===== src/rtl/symbol_to_chip_if.sv =====
// symbol_to_chip_if: symbol handshake in, serial chip stream and status out
// master drives symbol/symbol_valid; slave (the spreader) drives symbol_ready,
// chip, chip_valid, sym_first, sym_last, busy and overflow.
interface symbol_to_chip_if;
  logic [3:0] symbol;
  logic       symbol_valid;
  logic       symbol_ready;
  logic       chip;
  logic       chip_valid;
  logic       sym_first;
  logic       sym_last;
  logic       busy;
  logic       overflow;
  modport master (
    output symbol, symbol_valid,
    input  symbol_ready, chip, chip_valid, sym_first, sym_last, busy, overflow
  );
  modport slave (
    input  symbol, symbol_valid,
    output symbol_ready, chip, chip_valid, sym_first, sym_last, busy, overflow
  );
endinterface


===== src/rtl/symbol_to_chip.sv =====
// symbol_to_chip: 802.15.4 2.4 GHz DSSS spreader, 4-bit symbols to serial 32-chip PN words
// i_clk, i_rst_n (async, active-low); sif (slave): symbol handshake into a FIFO,
// chip stream with per-chip strobe and first/last markers, busy, sticky overflow.
module symbol_to_chip #(
  parameter int CLKS_PER_CHIP = 1,
  parameter int FIFO_DEPTH = 2
) (
  input logic i_clk,
  input logic i_rst_n,
  symbol_to_chip_if.slave sif
);
  localparam int AW = $clog2(FIFO_DEPTH);
  localparam int DW = CLKS_PER_CHIP > 1 ? $clog2(CLKS_PER_CHIP) : 1;
  localparam logic [DW-1:0] DIV_LAST = DW'(CLKS_PER_CHIP - 1);
  localparam logic [AW:0] FULL = (AW+1)'(FIFO_DEPTH);
  // chip word per symbol, c0 in bit 31
  localparam logic [31:0] ROM [16] = '{
    32'hD9C3522E, 32'hED9C3522, 32'h2ED9C352, 32'h22ED9C35,
    32'h522ED9C3, 32'h3522ED9C, 32'hC3522ED9, 32'h9C3522ED,
    32'h8C96077B, 32'hB8C96077, 32'h7B8C9607, 32'h77B8C960,
    32'h077B8C96, 32'h6077B8C9, 32'h96077B8C, 32'hC96077B8
  };
  typedef enum logic {IDLE, SEND} state_t;
  state_t          state, state_n;
  logic [3:0]      mem [FIFO_DEPTH];
  logic [AW-1:0]   wr_ptr, rd_ptr;
  logic [AW:0]     count, count_n;
  logic [31:0]     shreg, shreg_n;
  logic [DW-1:0]   div, div_n;
  logic [4:0]      cnt, cnt_n;
  logic            push, pop, wrap, done, chip_valid_n;

  assign sif.symbol_ready = count != FULL;
  assign push = sif.symbol_valid && sif.symbol_ready;
  assign wrap = state == SEND && div == DIV_LAST;
  assign done = wrap && cnt == 5'd31;
  // the end of c31 reloads straight from the FIFO, so back-to-back symbols have no gap
  assign pop = count != '0 && (state == IDLE || done);

  always_comb begin
    state_n = pop ? SEND : done ? IDLE : state;
    shreg_n = pop ? ROM[mem[rd_ptr]] : wrap ? {shreg[30:0], 1'b0} : shreg;
    div_n = pop || wrap || state == IDLE ? '0 : div + DW'(1);
    cnt_n = pop ? '0 : cnt + 5'(wrap);
    count_n = count + (AW+1)'(push) - (AW+1)'(pop);
    chip_valid_n = state_n == SEND && div_n == '0;
  end

  always_ff @(posedge i_clk or negedge i_rst_n) begin
    if (!i_rst_n) begin
      state <= IDLE;
      wr_ptr <= '0;
      rd_ptr <= '0;
      count <= '0;
      shreg <= '0;
      div <= '0;
      cnt <= '0;
      sif.chip <= 1'b0;
      sif.chip_valid <= 1'b0;
      sif.sym_first <= 1'b0;
      sif.sym_last <= 1'b0;
      sif.busy <= 1'b0;
      sif.overflow <= 1'b0;
    end else begin
      state <= state_n;
      wr_ptr <= wr_ptr + AW'(push);
      rd_ptr <= rd_ptr + AW'(pop);
      count <= count_n;
      shreg <= shreg_n;
      div <= div_n;
      cnt <= cnt_n;
      sif.chip <= state_n == SEND && shreg_n[31];
      sif.chip_valid <= chip_valid_n;
      sif.sym_first <= chip_valid_n && cnt_n == 5'd0;
      sif.sym_last <= chip_valid_n && cnt_n == 5'd31;
      sif.busy <= state_n == SEND || count_n != '0;
      sif.overflow <= sif.overflow || (sif.symbol_valid && !sif.symbol_ready);
    end
  end

  always_ff @(posedge i_clk) if (push) mem[wr_ptr] <= sif.symbol;
endmodule


===== src/flat_wrapper.sv =====
// flat-port wrapper written by rule: the top's interface ports become plain ports
module symbol_to_chip_flat 
#(
  parameter int CLKS_PER_CHIP = 1,
  parameter int FIFO_DEPTH = 2
)
  (i_clk, i_rst_n, sif_symbol, sif_symbol_valid, sif_symbol_ready, sif_chip, sif_chip_valid, sif_sym_first, sif_sym_last, sif_busy, sif_overflow);
  symbol_to_chip_if sif_i ();
  input logic i_clk;
  input logic i_rst_n;
  input wire logic [$bits(sif_i.symbol)-1:0] sif_symbol;
  input wire logic [$bits(sif_i.symbol_valid)-1:0] sif_symbol_valid;
  output wire logic [$bits(sif_i.symbol_ready)-1:0] sif_symbol_ready;
  output wire logic [$bits(sif_i.chip)-1:0] sif_chip;
  output wire logic [$bits(sif_i.chip_valid)-1:0] sif_chip_valid;
  output wire logic [$bits(sif_i.sym_first)-1:0] sif_sym_first;
  output wire logic [$bits(sif_i.sym_last)-1:0] sif_sym_last;
  output wire logic [$bits(sif_i.busy)-1:0] sif_busy;
  output wire logic [$bits(sif_i.overflow)-1:0] sif_overflow;
  assign sif_i.symbol = sif_symbol;
  assign sif_i.symbol_valid = sif_symbol_valid;
  assign sif_symbol_ready = sif_i.symbol_ready;
  assign sif_chip = sif_i.chip;
  assign sif_chip_valid = sif_i.chip_valid;
  assign sif_sym_first = sif_i.sym_first;
  assign sif_sym_last = sif_i.sym_last;
  assign sif_busy = sif_i.busy;
  assign sif_overflow = sif_i.overflow;
  symbol_to_chip #(.CLKS_PER_CHIP(CLKS_PER_CHIP), .FIFO_DEPTH(FIFO_DEPTH)) u_core (.i_clk(i_clk), .i_rst_n(i_rst_n), .sif(sif_i));
endmodule

===== config.mk =====
export PLATFORM = sky130hd
export DESIGN_NAME = symbol_to_chip_flat
export DESIGN_NICKNAME = d
export VERILOG_FILES = /design/src/rtl/symbol_to_chip_if.sv /design/src/rtl/symbol_to_chip.sv /design/src/flat_wrapper.sv
export SDC_FILE = /design/constraint.sdc
export NUM_CORES = 1
export LEC_CHECK = 0
export BUFFER_PORTS_ARGS = -buffer_cell sky130_fd_sc_hd__buf_2
export CORE_MARGIN = 4
export CORE_UTILIZATION = 45
export CTS_BUF_LIST = sky130_fd_sc_hd__clkbuf_2 sky130_fd_sc_hd__clkbuf_4 sky130_fd_sc_hd__clkbuf_8
export DETAILED_ROUTE_END_ITERATION = 12
export SYNTH_ARGS = -nofsm -noshare
export SYNTH_HDL_FRONTEND = slang
export SYNTH_SLANG_ARGS = --single-unit

===== constraint.sdc =====
create_clock -name i_clk -period 4.55 [get_ports i_clk]
set_clock_uncertainty 0.05 [all_clocks]
set_input_delay 0.2275 -clock i_clk [delete_from_list [all_inputs] [get_ports i_clk]]
set_output_delay 0.2275 -clock i_clk [all_outputs]
set_load 0.01 [all_outputs]

==> Yosys cells after proc, flatten, opt, wreduce, memory -nomap -nowiden <==
Memories as Yosys holds them, arrays and structs flattened.
Index checks and enable logic that the tools add are counted.
{ "totals": {"reg_bits": 49, "latch_bits": 0, "ramBits": 8, "mem_bits_ro": 512, "in_bits": 7, "out_inout_bits": 7, "wordCells": 59, "mem_count": 2} }
{ "classes": {"add_sub_neg": 6, "n_mul": 0, "n_div": 0, "order_cmp": 1, "n_eq_ne": 3, "n_shift": 0, "n_mux": 10, "bitwise_logic": 4, "n_reduce_logical": 19} }
{ "mem_list": {"columns": ["memory", "words", "word_bits", "read_ports", "rd_ports_with_merged_regs", "wr", "line_no", "source"], "rows": [
  ["(name not given)", 16, 32, 1, 0, 0, "symbol_to_chip.sv:42", "shreg_n = pop ? ROM[mem[rd_ptr]] : wrap ? {shreg[30:0], 1'b0} : shreg;"],
  ["u_core.mem", 2, 4, 1, 0, 1, "symbol_to_chip.sv:25", "logic [3:0] mem [FIFO_DEPTH];"]
]} }
{ "ops": {"columns": ["cell", "count"], "rows": [
  ["$mux 32", 4],
  ["$eq 5x5->1 const B", 2],
  ["$logic_and 1x1->1", 9],
  ["$reduce_bool 2->1", 3],
  ["$add 5x1->5", 1],
  ["$ge 5x5->1 const B", 1],
  ["$logic_not 5->1", 1],
  ["$logic_or 1x1->1", 5],
  ["$mux 1", 5],
  ["$mux 5", 1],
  ["$not 4->5", 1],
  ["$not 1->1", 3],
  ["$add 1x1->1", 2],
  ["$add 2x1->2", 1],
  ["$ne 2x2->1 const B", 1],
  ["$sub 2x1->2", 1],
  ["$add 1x1->1 const B", 1],
  ["$logic_not 1->1", 1]
]} }

==> Longest topological paths before layout <==
{ "depth": {"depth_word": 11, "depth_mapped": 11, "depth_no_buf": 10} }

==> Worst setup path after synthesis <==
No wires, ideal clock.
{ "synth_timing": {"path_kind": "reg-to-reg", "from": "register u_core.count[1]", "to": "register u_core.sif.busy", "setup_time_ns": 0.131, "arrival_time_ns": 2.089, "required_time_ns": 4.369, "setup_slack_ns": 2.279, "stages_incl_launch_ff": 11, "n_path_buf": 1, "synth_period_minus_slack_ns": 2.271, "cell_sequence": "dfrtp_1 or2_2 nand2_2 inv_1 buf_4 ha_1 inv_1 ha_1 xnor2_1 xnor2_1 or3_1"} }
{ "synth_between": {"elab_chain_cells": 6, "word_cells_on_any_way": 9, "classes_between": "add/sub: 2; eq/ne: 1; mux: 1; reduce/logical: 5"} }
{ "synth_lines": {"columns": ["item", "line_no", "source"], "rows": [
  ["start: declaration", "symbol_to_chip.sv:27", "logic [AW:0] count, count_n;"],
  ["start signal: assignment", "symbol_to_chip.sv:68", "count <= count_n;"],
  ["$ne 2x2->1", "symbol_to_chip.sv:33", "assign sif.symbol_ready = count != FULL;"],
  ["$logic_and 1x1->1", "symbol_to_chip.sv:34", "assign push = sif.symbol_valid && sif.symbol_ready;"],
  ["$add 2x1->2", "symbol_to_chip.sv:45", "count_n = count + (AW+1)'(push) - (AW+1)'(pop);"],
  ["$sub 2x1->2 (*)", "symbol_to_chip.sv:45", null],
  ["named net u_core.count_n[1]", "symbol_to_chip.sv:27", null],
  ["$reduce_bool 2->1 (*)", "symbol_to_chip.sv:76", "sif.busy <= state_n == SEND || count_n != '0;"],
  ["$logic_or 1x1->1 (*)", "symbol_to_chip.sv:76", null],
  ["end signal: assignment", "symbol_to_chip.sv:62", "sif.busy <= 1'b0;"],
  ["end signal: assignment", "symbol_to_chip.sv:76", null],
  ["end: declaration", "symbol_to_chip_if.sv:20", "output symbol_ready, chip, chip_valid, sym_first, sym_last, busy, overflow"]
]} }
Mark *: on every way through the listed nets, which the timed path passes. The rest lies on a longest branch.
A chain may end at the register's enable or synchronous reset.

==> Worst setup path after layout <==
{ "layout_timing": {"from": "register u_core.div", "to": "register u_core.sif.busy"} }
{ "layout_between": {"elab_chain_cells": 8, "word_cells_on_any_way": 10, "classes_between": "add/sub: 1; mux: 2; bitwise: 1; reduce/logical: 6"} }
{ "layout_lines": {"columns": ["item", "line_no", "source"], "rows": [
  ["start: declaration", "symbol_to_chip.sv:29", "logic [DW-1:0] div, div_n;"],
  ["start signal: assignment", "symbol_to_chip.sv:70", "div <= div_n;"],
  ["$not 1->1", "symbol_to_chip.sv:35", "assign wrap = state == SEND && div == DIV_LAST;"],
  ["$logic_and 1x1->1", "symbol_to_chip.sv:35", null],
  ["$logic_and 1x1->1", "symbol_to_chip.sv:36", "assign done = wrap && cnt == 5'd31;"],
  ["$logic_or 1x1->1", "symbol_to_chip.sv:38", "assign pop = count != '0 && (state == IDLE || done);"],
  ["$logic_and 1x1->1", "symbol_to_chip.sv:38", null],
  ["$sub 2x1->2", "symbol_to_chip.sv:45", null],
  ["named net u_core.count_n[1]", "symbol_to_chip.sv:27", null],
  ["$reduce_bool 2->1", "symbol_to_chip.sv:76", null],
  ["$logic_or 1x1->1", "symbol_to_chip.sv:76", null]
]} }
The timed path passes the listed nets, and every way through them passes these cells.

==> run summary <==
Run status -> finished, final reports clean
Number of detailed-route iterations in the first pass -> 5
DR iter-0 viols -> 188
CTS clock-pin slew for the worst setup and hold paths -> 0.06 ns
Overflow left after global routing -> 0
Rel. slew slack -> 28.8%
Power density over cell area -> 629 nW/µm²
Cell Area, Synth -> 3150 µm²
Number of nets still failing antenna checks after routing -> 0
Sort of element at the end of the critical path -> flip-flop
Post-Route WL -> 6650 µm
Layout cell share with drive strength beyond 1 -> 15.2%
Vertical die dimension -> 91.6 µm
Data arrival, critical path -> 3.46 ns
Number of standard-cell rows in the floorplan -> 30
Hpwl dp -> 4550 µm
Number of standard cells after synthesis -> 303
Worst setup SP type -> flip-flop
Core area -> 6790 µm²
Total clock buffers created by CTS -> 9
Global-route wire length before repair -> 11000 µm
Crit. Startpoint -> u_core.div$_DFF_PN0_
Required time worst endpoint -> 4.72 ns
Largest vdd supply drop -> 0.000307 V
Post CTS Setup Buffer Count -> 0
Number of setup violations in the final report -> 0
Number of unique standard cell types used by synthesis -> 51
P_leak -> 1.51 nW
I/O Buffers -> 13
Initial cell density of the core -> 46.3%
Sequential cell area fraction in the yosys report -> 46.6%
Number of sinks handled by clock tree synthesis -> 57
EDFF count, synth -> 8
Number of pins exceeding their max-slew limit in the final report -> 0
Clock latency reported for the late side of the worst-skew pair -> 0.34 ns
Slowest cell on the critical path -> sky130_fd_sc_hd__dfrtp_1
Maximum number of pins on one net before global-route repair -> 50
Syn avg cell area -> 10.4 µm²
Final worst-path cycle share -> 72.4%
Fin nets -> 332
Remaining design rule violation count -> 0
Setup CP Type -> flip-flop to flip-flop
Inst Count DP -> 396
Tightest Pin Transition -> 1.07 ns
Synth async-reset ratio -> 86.0%
Number of buffers between clock root and the deepest sink -> 2
Cell at the root of the clock tree -> sky130_fd_sc_hd__clkbuf_8
Crit path largest cell delay -> 0.51 ns
Area growth, synth to finish -> 8.03%
Final setup TNS -> 0 ns
Initial antenna violation count -> 0
Vias per inst -> 5.56
Max Cap Violations -> 0
Die width -> 91.6 µm
Max Fanout on Critical Path -> 40
Ordered list of cells on the worst path -> nand4b_2 -> o21ai_4 -> nand2_2 -> inv_1 -> ha_1 -> inv_1 -> ha_1 -> xnor2_1 -> xnor2_1 -> or3_1
Total Routing Usage GR -> 16.8%
Hold buffers post-CTS -> 0
Global placement routability congestion -> 0.830
Number of buffer and inverter stages on the critical path -> 2
Final-layout fill cell count -> 639
Total nets after synthesis -> 324
Via count -> 2289
Maximum level of the CTS H-tree -> 3
Largest delay contributor family on the critical path -> simple AND/OR/NAND/NOR gates
Number of global-route vias before repair -> 2055
Count of yosys warnings during synthesis -> 0
Setup repair after global routing missed its margin -> false
Die outline area -> 8400 µm²
Ports -> 14
Final-report hold violation count -> 0
Clock tree from TritonCTS -> yes
Post-route non-filler standard cell count -> 412
Antenna fix cells -> 0
Number of storage elements in the synthesis netlist -> 57
Highest clock frequency the design can meet -> 304 MHz
Routed WL per cell -> 16.1 µm
CTS resizes -> 0
Shortest period the worst path allows -> 3.29 ns
Worst hold-check path type -> input pin to async pin
Reg-to-reg startpoint -> u_core.div$_DFF_PN0_
Top flip-flop cell by instance count after synthesis -> sky130_fd_sc_hd__dfrtp_1
worst paths after layout:
path | end | slack, ns | cells past startpoint
max | u_core.sif.busy$_DFF_PN0_ | 1.26 | 10
min | u_core.cnt[1]$_DFF_PN0_ | 0.03 | 1
max reg2reg | u_core.sif.busy$_DFF_PN0_ | 1.26 | 10
min reg2reg | u_core.sif.overflow$_DFF_PN0_ | 0.42 | 1
max in group asynchronous | u_core.shreg[9]$_DFFE_PN0P_ | 3.76 | 1
min in group i_clk | u_core.mem[0][0]$_DFFE_PP_ | 0.03 | 1
routing by layer:
layer  vias up  global-route usage (%)  wire, µm
met5         -                       0         0
met4         0                    4.90        88
met3         8                    4.43       321
met2        56                    23.3      2880
met1      1109                    25.6      3360
li1       1116                       -         -
registers in the layout, summed over array words and instances, names as in the netlist:
name,count
u_core.count,2
u_core.sif.busy,1
u_core.sif.sym_last,1
u_core.div,1
u_core.wr_ptr,1
u_core.shreg,32
u_core.sif.overflow,1
u_core.sif.sym_first,1
u_core.mem,8
u_core.rd_ptr,1
u_core.sif.chip,1
u_core.cnt,5
u_core.state,1
u_core.sif.chip_valid,1
cells by family (layout without fill, tap and decap cells):
| group | after synthesis | in the layout | share of synthesized area (%) |
|---|---|---|---|
| compound gates | 92 | 92 | 21.4 |
| simple gates | 77 | 77 | 11.4 |
| flops | 57 | 57 | 46.6 |
| buf+inv | 34 | 47 | 5.96 |
| xor+xnor | 20 | 20 | 5.57 |
| fa+ha+maj | 14 | 14 | 5.57 |
| mux | 8 | 8 | 3.34 |
| other cells | 1 | 1 | 0.119 |
stage by stage:
stage / util, % / worst slack, ns / hold slack (ns) / power, W / area (µm²)
CTS: 50.0 / 1.25 / 0.0170 / 0.00215 / 3400
global route: 50.0 / 1.03 / 0.0100 / 0.00230 / 3400
global placement: 47.4 / 1.35 / 0.367 / 0.00171 / 3220
detailed placement: 47.4 / 1.26 / 0.370 / 0.00172 / 3220
floorplan: - / 2.28 / -0.118 / 0.00155 / 3150
finish: 50.0 / 1.26 / 0.0250 / 0.00214 / 3400
layout make-up:
| class | instances | area [µm²] | area share [%] |
|---|---|---|---|
| Inverter | 16 | 60.1 | 1.77 |
| Clock buffer | 13 | 160 | 4.71 |
| Sequential cell | 57 | 1470 | 43.1 |
| Tap cell | 96 | 120 | 3.53 |
| Multi-Input combinational cell | 212 | 1500 | 44.0 |
| Timing Repair Buffer | 15 | 80.1 | 2.36 |
| Clock inverter | 3 | 16.3 | 0.478 |
cells in the mapped netlist (4+ instances only):
cell,n,share of area [%]
sky130_fd_sc_hd__and3_1,4,0.80
sky130_fd_sc_hd__o22ai_1,8,1.6
sky130_fd_sc_hd__nand2_1,28,3.3
sky130_fd_sc_hd__o21ai_0,10,1.6
sky130_fd_sc_hd__buf_6,6,2.1
sky130_fd_sc_hd__dfrtp_1,49,39
sky130_fd_sc_hd__inv_1,15,1.8
sky130_fd_sc_hd__and2_1,5,0.99
sky130_fd_sc_hd__clkbuf_1,4,0.48
sky130_fd_sc_hd__a22oi_1,6,1.4
sky130_fd_sc_hd__ha_1,14,5.6
sky130_fd_sc_hd__a32oi_1,8,2.2
sky130_fd_sc_hd__xnor2_1,11,3.1
sky130_fd_sc_hd__nand3_1,7,1.1
sky130_fd_sc_hd__mux2i_1,4,1.3
sky130_fd_sc_hd__o311a_1,5,1.6
sky130_fd_sc_hd__edfxtp_1,8,7.6
sky130_fd_sc_hd__xor2_1,9,2.5
sky130_fd_sc_hd__buf_2,6,0.95
sky130_fd_sc_hd__a221o_1,5,1.6
sky130_fd_sc_hd__nor3_1,5,0.80
sky130_fd_sc_hd__a211o_1,5,1.4
sky130_fd_sc_hd__a211oi_1,5,1.2
sky130_fd_sc_hd__a21oi_1,19,3.0
sky130_fd_sc_hd__nor2_1,19,2.3
placed cells by master, fill, tap and decap left out, types with 7 or more instances in the layout:
master                     Yosys  routed
sky130_fd_sc_hd__nand3_1       7       7
sky130_fd_sc_hd__xor2_1        9       9
sky130_fd_sc_hd__o21ai_0      10      10
sky130_fd_sc_hd__a21oi_1      19      19
sky130_fd_sc_hd__ha_1         14      14
sky130_fd_sc_hd__xnor2_1      11      11
sky130_fd_sc_hd__dfrtp_1      49      49
sky130_fd_sc_hd__buf_2         6      13
sky130_fd_sc_hd__edfxtp_1      8       8
sky130_fd_sc_hd__o22ai_1       8       8
sky130_fd_sc_hd__clkbuf_8      0      10
sky130_fd_sc_hd__a32oi_1       8       8
sky130_fd_sc_hd__nand2_1      28      28
sky130_fd_sc_hd__inv_1        15      15
sky130_fd_sc_hd__nor2_1       19      19
power breakdown:
part	leakage [nW]	internal [W]	switching, W
Clock	0.0980	0.000229	0.000197
Sequential	0.686	0.000682	0.000155
Combinational	0.723	0.000377	0.000498
(Power assumes the default switching activity.)
